<file path="config.mk">
export PLATFORM = sky130hd
export DESIGN_NAME = btn_led_mode_ctrl
export DESIGN_NICKNAME = d
export VERILOG_FILES = /design/src/rtl/btn_led_pkg.sv /design/src/rtl/sync_debounce.sv /design/src/rtl/btn_led_mode_ctrl.sv
export SDC_FILE = /design/constraint.sdc
export NUM_CORES = 1
export LEC_CHECK = 0
export BUFFER_PORTS_ARGS = -buffer_cell sky130_fd_sc_hd__buf_2
export CORE_ASPECT_RATIO = 0.5
export CORE_MARGIN = 2
export CORE_UTILIZATION = 35
export DETAILED_ROUTE_END_ITERATION = 7
export SYNTH_ARGS = -nofsm -noshare
export SYNTH_HDL_FRONTEND = slang
export SYNTH_SLANG_ARGS = --single-unit
</file>
<file path="constraint.sdc">
create_clock -name SYS_CLK -period 2.73 [get_ports SYS_CLK]
set_input_delay 0.273 -clock SYS_CLK [delete_from_list [all_inputs] [get_ports SYS_CLK]]
set_output_delay 0.273 -clock SYS_CLK [all_outputs]
set_load 0.01 [all_outputs]
</file>
<file path="src/rtl/btn_led_pkg.sv">
// Shared types and helpers for the push-button to LED mode controller.
package btn_led_pkg;

  typedef enum logic [1:0] {
    MODE_OFF  = 2'd0,
    MODE_ON   = 2'd1,
    MODE_SLOW = 2'd2,
    MODE_FAST = 2'd3
  } mode_e;

  typedef enum logic [1:0] {
    BTN_IDLE = 2'd0,
    BTN_HELD = 2'd1,
    BTN_LONG = 2'd2
  } btn_state_e;

  function automatic mode_e mode_next(input mode_e m);
    case (m)
      MODE_OFF:  return MODE_ON;
      MODE_ON:   return MODE_SLOW;
      MODE_SLOW: return MODE_FAST;
      default:   return MODE_OFF;
    endcase
  endfunction

  function automatic logic ld_level(input mode_e m, input logic phase);
    case (m)
      MODE_OFF: return 1'b0;
      MODE_ON:  return 1'b1;
      default:  return phase;
    endcase
  endfunction

endpackage

</file>
<file path="src/rtl/sync_debounce.sv">
// Multi-flop synchronizer followed by a hold-time debouncer; the output only
// follows the synced input after it has held a new level for DEBOUNCE_CYCLES.
module sync_debounce #(
  parameter int unsigned SYNC_STAGES     = 2,
  parameter int unsigned DEBOUNCE_CYCLES = 125000
) (
  input  logic clk_i,
  input  logic rst_ni,
  input  logic din_i,
  output logic stable_o
);

  localparam int unsigned   CW       = $clog2(DEBOUNCE_CYCLES + 1);
  localparam logic [CW-1:0] CNT_LAST = CW'(DEBOUNCE_CYCLES - 1);

  logic [SYNC_STAGES-1:0] sync_q;
  logic                   synced;
  logic [CW-1:0]          cnt_q, cnt_d;
  logic                   stable_q, stable_d;

  assign synced = sync_q[SYNC_STAGES-1];

  always_ff @(posedge clk_i or negedge rst_ni) begin
    if (!rst_ni) begin
      sync_q   <= '0;
      cnt_q    <= '0;
      stable_q <= 1'b0;
    end else begin
      sync_q   <= {sync_q[SYNC_STAGES-2:0], din_i};
      cnt_q    <= cnt_d;
      stable_q <= stable_d;
    end
  end

  // Any cycle where the synced level matches the accepted one restarts the count.
  always_comb begin
    cnt_d    = '0;
    stable_d = stable_q;
    if (synced != stable_q) begin
      if (cnt_q == CNT_LAST) stable_d = synced;
      else                   cnt_d    = cnt_q + CW'(1);
    end
  end

  assign stable_o = stable_q;

endmodule

</file>
<file path="src/rtl/btn_led_mode_ctrl.sv">
// BTN0 -> LD0 controller: debounced button, short/long press classification,
// four-mode LED state machine with SLOW/FAST blink generator.
module btn_led_mode_ctrl
  import btn_led_pkg::*;
#(
  parameter int unsigned SYNC_STAGES       = 2,
  parameter int unsigned DEBOUNCE_CYCLES   = 125000,
  parameter int unsigned LONG_PRESS_CYCLES = 125000000,
  parameter int unsigned SLOW_HALF_CYCLES  = 62500000,
  parameter int unsigned FAST_HALF_CYCLES  = 15625000
) (
  input  logic       SYS_CLK,
  input  logic       RST_N,
  input  logic       BTN0,
  output logic       LD0,
  output logic       BTN_STABLE,
  output logic       PRESS_PULSE,
  output logic [1:0] MODE
);

  localparam int unsigned   HW        = $clog2(LONG_PRESS_CYCLES + 1);
  localparam logic [HW-1:0] HOLD_LAST = HW'(LONG_PRESS_CYCLES - 1);
  localparam int unsigned   BLINK_MAX = (SLOW_HALF_CYCLES > FAST_HALF_CYCLES) ?
                                        SLOW_HALF_CYCLES : FAST_HALF_CYCLES;
  localparam int unsigned   BW        = $clog2(BLINK_MAX + 1);
  localparam logic [BW-1:0] SLOW_LAST = BW'(SLOW_HALF_CYCLES - 1);
  localparam logic [BW-1:0] FAST_LAST = BW'(FAST_HALF_CYCLES - 1);

  logic          stable, stable_prev_q;
  logic          rise, fall;
  logic          pulse_q;
  btn_state_e    state_q, state_d;
  logic [HW-1:0] hold_q, hold_d;
  mode_e         mode_q, mode_d;
  logic [BW-1:0] blink_q, blink_d, half_last;
  logic          phase_q, phase_d;
  logic          ld_q;

  sync_debounce #(
    .SYNC_STAGES    (SYNC_STAGES),
    .DEBOUNCE_CYCLES(DEBOUNCE_CYCLES)
  ) u_sync_debounce (
    .clk_i   (SYS_CLK),
    .rst_ni  (RST_N),
    .din_i   (BTN0),
    .stable_o(stable)
  );

  assign rise = stable & ~stable_prev_q;
  assign fall = ~stable & stable_prev_q;

  always_ff @(posedge SYS_CLK or negedge RST_N) begin
    if (!RST_N) begin
      stable_prev_q <= 1'b0;
      pulse_q       <= 1'b0;
      state_q       <= BTN_IDLE;
      hold_q        <= '0;
      mode_q        <= MODE_OFF;
      blink_q       <= '0;
      phase_q       <= 1'b1;
      ld_q          <= 1'b0;
    end else begin
      stable_prev_q <= stable;
      pulse_q       <= rise;
      state_q       <= state_d;
      hold_q        <= hold_d;
      mode_q        <= mode_d;
      blink_q       <= blink_d;
      phase_q       <= phase_d;
      ld_q          <= ld_level(mode_q, phase_q);
    end
  end

  // Reaching the hold threshold wins over a simultaneous release: that press is long.
  always_comb begin
    state_d = state_q;
    hold_d  = hold_q;
    mode_d  = mode_q;
    case (state_q)
      BTN_IDLE: begin
        if (rise) begin
          state_d = BTN_HELD;
          hold_d  = '0;
        end
      end
      BTN_HELD: begin
        hold_d = hold_q + HW'(1);
        if (hold_d == HOLD_LAST) begin
          mode_d  = MODE_OFF;
          state_d = fall ? BTN_IDLE : BTN_LONG;
        end else if (fall) begin
          mode_d  = mode_next(mode_q);
          state_d = BTN_IDLE;
        end
      end
      BTN_LONG: begin
        if (fall) state_d = BTN_IDLE;
      end
      default: state_d = BTN_IDLE;
    endcase
  end

  assign half_last = (mode_q == MODE_SLOW) ? SLOW_LAST : FAST_LAST;

  // A mode change restarts the blink so the LED starts each blink mode lit.
  always_comb begin
    blink_d = '0;
    phase_d = phase_q;
    if (mode_d != mode_q) begin
      phase_d = 1'b1;
    end else if (mode_q == MODE_SLOW || mode_q == MODE_FAST) begin
      if (blink_q == half_last) phase_d = ~phase_q;
      else                      blink_d = blink_q + BW'(1);
    end
  end

  assign LD0         = ld_q;
  assign BTN_STABLE  = stable;
  assign PRESS_PULSE = pulse_q;
  assign MODE        = mode_q;

endmodule
</file>
Word-level counts from Yosys, hierarchy flattened --
Index checks and enable logic that the tools add are counted.
Storage, ports and cells: register bits 81, input bits 3, output and inout bits 5, word-level logic and storage cells 60
Operators by class: add/sub/neg operators 3, equal/unequal tests 11, multiplexer cells 21, bitwise operators 5, reductions and logical operators 9
Operators by type and width (count):
- $mux 26 | 4
- $pmux 27 s2 | 1
- $mux 17 | 2
- $add 27x1->27 const B | 1
- $eq 27x27->1 const B | 1
- $mux 27 | 1
- $add 26x1->26 const B | 1
- $eq 26x26->1 | 1
- $add 17x1->17 const B | 1
- $eq 17x17->1 const B | 1
- $mux 2 | 7
- $pmux 2 s3 | 2
- $eq 2x2->1 const B | 3
- $reduce_and 2->1 | 3
- $reduce_bool 2->1 | 3
- $eq 2x1->1 const B | 2
- $logic_not 2->1 | 2
- $mux 1 | 3
- $not 1->1 | 3
- $and 1x1->1 | 2
- $ne 2x2->1 | 1
- $ne 2x2->1 const B | 1
- $pmux 1 s2 | 1
- $logic_or 1x1->1 | 1
- $ne 1x1->1 | 1

Depth between registers and ports, before layout --
depth after elaboration 8, depth in mapped cells 11, gate-level depth less buffers 8

Cells and area by module --
A second synthesis with hierarchy kept.
Unflattened totals: cell total of the unflattened synthesis 496, area, all modules 4714.5 um2
Modules (own cells, without submodules):
- btn_led_mode_ctrl | instances 1, cells an instance 407, area each 3772.4 um2, seq. area each 1527.7 um2
- sync_debounce | instances 1, cells an instance 89, area each 942.2 um2, seq. area each 500.5 um2

Least setup slack after synthesis --
Ideal clock, no wire load.
path kind reg-to-reg, start point register hold_q[0], end point register blink_q[17], library setup time 0.148 ns, data arrival time 2.706 ns, data required time 2.582 ns, slack -0.124 ns, stages on the path, launching flop included 10, buffers on the path 2, period minus slack after synthesis 2.854 ns, cell sequence dfrtp_1 -> ha_1 -> clkbuf_1 -> xnor2_1 -> or4_1 -> a2111oi_4 -> nand4_2 -> nor4_4 -> buf_4 -> nor4_2
Between the ends: longest elaborated chain between the ends 6
Ends and longest elaborated chain:
- start, declared | line btn_led_mode_ctrl.sv:33 | logic [HW-1:0] hold_q, hold_d;
- start signal, assigned | line btn_led_mode_ctrl.sv:66 | hold_q <= hold_d;
- $add 27x1->27 | line btn_led_mode_ctrl.sv:87 | hold_d = hold_q + HW'(1);
- $eq 27x27->1 | line btn_led_mode_ctrl.sv:88 | if (hold_d == HOLD_LAST) begin
- $mux 2 | line btn_led_mode_ctrl.sv:88
- $mux 2 | line btn_led_mode_ctrl.sv:79 | case (state_q)
- $ne 2x2->1 | line btn_led_mode_ctrl.sv:109 | if (mode_d != mode_q) begin
- $mux 26 | line btn_led_mode_ctrl.sv:109
- net blink_d[17] | line btn_led_mode_ctrl.sv:35 | logic [BW-1:0] blink_q, blink_d, half_last;
- end signal, assigned | line btn_led_mode_ctrl.sv:68 | blink_q <= blink_d;
- end, declared | line btn_led_mode_ctrl.sv:35
The timed path passes the listed nets, and every way through them passes these cells. A chain may end at the register's enable or synchronous reset.

Worst setup path after layout --
start point register hold_q[3], end point register phase_q
Between the ends: longest elaborated chain between the ends 7, elaborated cells on any way between the ends 9, classes of those cells 1 x add/sub; 2 x eq/ne; 3 x mux; 3 x reduce/logical
Ends and longest elaborated chain:
- $add 27x1->27 * | line btn_led_mode_ctrl.sv:87
- $eq 27x27->1 * | line btn_led_mode_ctrl.sv:88
- $mux 2 * | line btn_led_mode_ctrl.sv:88
- $mux 2 * | line btn_led_mode_ctrl.sv:79
- $ne 2x2->1 * | line btn_led_mode_ctrl.sv:109
- $reduce_bool 2->1 (no source line)
- $reduce_and 2->1 (no source line)
- end signal, assigned | line btn_led_mode_ctrl.sv:69 | phase_q <= phase_d;
- end, declared | line btn_led_mode_ctrl.sv:36 | logic phase_q, phase_d;
Mark *: on every way between the ends. The rest lies on a longest branch, timed or not.

==> run_results.csv <==
group,metric,value,unit
worst_setup_path,required,3.00,ns
floorplan,fp-row-count,30,
timing,finalMaxSlewViolations,0,
floorplan,die-width,168.8,µm
global_route,gr-usage-met1,0.1984,
power_and_ir_drop,combPwrFrac,0.016,
worst_setup_path,r2r_slack,0.005,ns
power_and_ir_drop,p_int,0.001950,W
clock_network,numCtsBuffers,9,
cells_and_area,final_cell_mix,"dfrtp_1, nor2_1, nand2_1, o21ai_0, buf_4",
timing,clock_skew,0.008012,ns
clock_network,clk_latency,0.34,ns
global_route,grt_max_degree,54,
cells_and_area,layout_commonest_cell,"dfrtp_1",
timing,grt_setup_unrepaired,"true",
worst_setup_path,start_kind,"register",
clock_network,cts_buffer_depth,2,
route,dr.first_iter.drc_count,179,
worst_setup_path,worstSetupPathType,"reg -> reg",
route,via_per_inst,5.178,
cells_and_area,area_growth_syn_to_layout,17.86,%
hold_path,hold_path.class,"in -> async",
floorplan,die_h,86.38,µm
worst_setup_path,critPathMostFrequentCell,"buf_4",
worst_setup_path,cp_max_fo,5,
synth,ys_seq_area_frac,0.4269,
floorplan,die-area,14580,µm²
power_and_ir_drop,leakage,2.232,nW
outcome,outcome,"finished with violations",
timing,worst_hold_slack,-0.01046,ns
worst_setup_path,cp_top_family,"simple AND/OR/NAND/NOR gates",
floorplan,start_util,0.3545,
power_and_ir_drop,switching_power,0.0005381,W
global_route,antenna_found_initial,0,
synth,synth-seq-cells,81,
route,firstDrtPassIters,6,
timing,period_share,0.9983,
floorplan,core-area,13400,µm²
synth,synthDistinctLibCells,53,
clock_network,clock_sinks,81,
worst_setup_path,reg2reg_to,"phase_q$_DFFE_PN1P_",
global_route,grt_pass1_vias,3650,
global_route,busiest_layer,"met2",
power_and_ir_drop,finalPower,0.002489,W
worst_setup_path,r2r_cells,8,
clock_network,htreeDepth,3,
worst_setup_path,path_cells,"buf_4, xor2_1, or4_4, a2111oi_4, nand4_2, o31a_1, buf_4, or3_1",
synth,syn_nets,509,
power_and_ir_drop,clkPwrFrac,0.498,
clock_network,cts_tree,"yes",
route,drtAntennaViolNets,0,
route,routed_wl,10280,µm
synth,synth_cells,499,
cells_and_area,n_antenna_cell,0,
cells_and_area,drive_above_1_share,0.2156,
timing,period_minus_slack,2.725,ns
cells_and_area,instances_no_fill,714,
global_route,grt_first_pass_wirelength,17680,µm
place,io_buffers,7,
synth,synth_area_per_cell,9.521,µm²
worst_setup_path,cp_slowest_cell,"or4_4",
power_and_ir_drop,pwr-share-seq,0.486,
flow_run,drv_cap,0,
floorplan,pin_count,8,
global_route,gr-usage-met3,0.03242,
worst_setup_path,endpoint_kind,"register",
timing,finalWorstSetupSlack,0.004700,ns
power_and_ir_drop,power.density,444.5,nW/µm²
global_route,use_met2,0.2437,
timing,timing.slew.headroom,0.5227,
global_route,grt-ovfl-total,0,
timing,finalHoldViolCount,20,
worst_setup_path,r2r_start,"hold_q[3]$_DFFE_PN0P_",
worst_setup_path,worst-path-buf-inv,2,
place,placed_cells,690,
synth,netlist_area,4751,µm²
timing,setup_violations,0,
outcome,violations,"hold timing",
timing,worst_pin_slew,0.7160,ns
global_route,grt.total_usage,0.1487,
timing,max_freq,366.9,MHz
place,dp_slack,0.05073,ns
place,place_congestion,0.7802,
synth,ys_warn_count,0,
timing,finalSetupTns,0,ns
route,vias,3697,
cells_and_area,nNetsFinal,543,
power_and_ir_drop,switching_share,0.2162,
place,hpwl,6739,µm
power_and_ir_drop,ir_drop,0.2663,mV
worst_setup_path,slowest_delay,0.54,ns
clock_network,root_buffer,"clkbuf_16",
worst_setup_path,critical_path_arrival,3.00,ns
clock_network,cts.clk_slew.worst_paths,0.07,ns
clock_network,ctsHoldBuffers,0,
route,wl_per_cell,14.40,µm
route,drc,0,
==> repair_timing <==
item / in CTS / in global routing
buffers inserted: 0 / 8
gates resized for setup: 0 / 15
hold endpoints to repair: 0 / 0
endpoints found under the setup margin: 0 / 30
==> layout make-up <==
class,count,area [µm²]
clock inverter,6,66.31
tap,176,220.2
multi-input combinational,380,2575
clock buffer,10,239.0
timing repair buffer,53,435.4
fill,1277,7801
inverter,8,30.03
sequential,81,2033
==> power by group through the flow <==
stage / combinational [W] / sequential [W] / clock, W
final: 0.0000402 / 0.00121 / 0.00124
after global routing: 0.0000471 / 0.00121 / 0.00131
after CTS: 0.0000426 / 0.00121 / 0.00128
after detailed placement: 0.0000424 / 0.00123 / 0
after global placement: 0.0000419 / 0.00123 / 0
after floorplan: 0.0000104 / 0.00123 / 0
==> worst reg2reg max path, stage by stage, from the launching register on <==
cell and delay, ns:
dfrtp_2 0.44, buf_4 0.16, xor2_1 0.15, or4_4 0.54
a2111oi_4 0.32, nand4_2 0.15, o31a_1 0.37, buf_4 0.16
or3_1 0.35
==> state kept, by name, indices dropped and copies added, names as in the netlist, 2 cells and up <==
| register | count |
|---|---|
| hold_q | 27 |
| u_sync_debounce.cnt_q | 17 |
| u_sync_debounce.sync_q | 2 |
| state_q | 2 |
| MODE | 2 |
| blink_q | 26 |
==> cell usage after synthesis, drive strengths merged <==
master | instances | area, µm²
dfrtp | 80 | 2002
nor2 | 52 | 195.2
nand2 | 45 | 168.9
o21ai | 43 | 215.2
nor4 | 37 | 399.1
nand3 | 35 | 200.2
xor2 | 28 | 245.2
xnor2 | 24 | 210.2
nand4 | 20 | 131.4
clkbuf | 18 | 67.56
buf | 11 | 107.6
nor3 | 11 | 55.05
a21oi | 8 | 40.04
inv | 8 | 30.03
ha | 7 | 87.58
and3 | 6 | 37.54
o31ai | 6 | 45.04
a31oi | 5 | 31.28
nand2b | 5 | 31.28
and4 | 4 | 35.03
nor3b | 4 | 35.03
o41ai | 4 | 35.03
or4 | 4 | 30.03
nor2b | 3 | 18.77
nor4b | 3 | 26.28
or3 | 3 | 18.77
a21boi | 2 | 15.01
and2 | 2 | 12.51
mux2i | 2 | 20.02
nand4b | 2 | 17.52
o211ai | 2 | 15.01
o21bai | 2 | 15.01
o31a | 2 | 17.52
a2111oi | 1 | 27.53
a21o | 1 | 7.510
a31o | 1 | 8.760
and4b | 1 | 10.01
and4bb | 1 | 12.51
dfstp | 1 | 26.28
dlygate4sd1 | 1 | 8.760
mux2 | 1 | 11.26
o211a | 1 | 10.01
or2 | 1 | 6.260
or4b | 1 | 10.01
==> metal layers <==
metal	up-vias	wire length [µm]
li1	1865	-
met1	1785	5154
met2	37	4709
met3	10	284
met4	0	136
met5	-	0
==> logic make-up after synthesis <==
group | count (synthesis) | synth area share
simple gates | 240 | 0.3055
flops | 81 | 0.4269
buf+inv | 38 | 0.04503
fa+ha+maj | 7 | 0.01843
mux | 3 | 0.006584
compound gates | 78 | 0.1017
xor+xnor | 52 | 0.09587
==> per-stage QoR <==
stage / util / instance area (µm²)
2_1_floorplan: - / 4781
3_3_place_gp: 0.3853 / 5164
3_5_place_dp: 0.3853 / 5164
4_1_cts: 0.4081 / 5469
5_1_grt: 0.4178 / 5599
6_report: 0.4178 / 5599
==> how the worst max path moves through the flow <==
stage,startpoint,cells past startpoint,endpoint
after global routing,hold_q[1]$_DFFE_PN0P_,9,phase_q$_DFFE_PN1P_
after floorplan,hold_q[0]$_DFFE_PN0P_,10,blink_q[17]$_DFF_PN0_
after global placement,hold_q[8]$_DFFE_PN0P_,9,blink_q[5]$_DFF_PN0_
after CTS,hold_q[8]$_DFFE_PN0P_,8,blink_q[3]$_DFF_PN0_
final,hold_q[3]$_DFFE_PN0P_,8,phase_q$_DFFE_PN1P_
after detailed placement,hold_q[8]$_DFFE_PN0P_,9,blink_q[3]$_DFF_PN0_
Note: power is estimated with default switching activity, not from simulation.
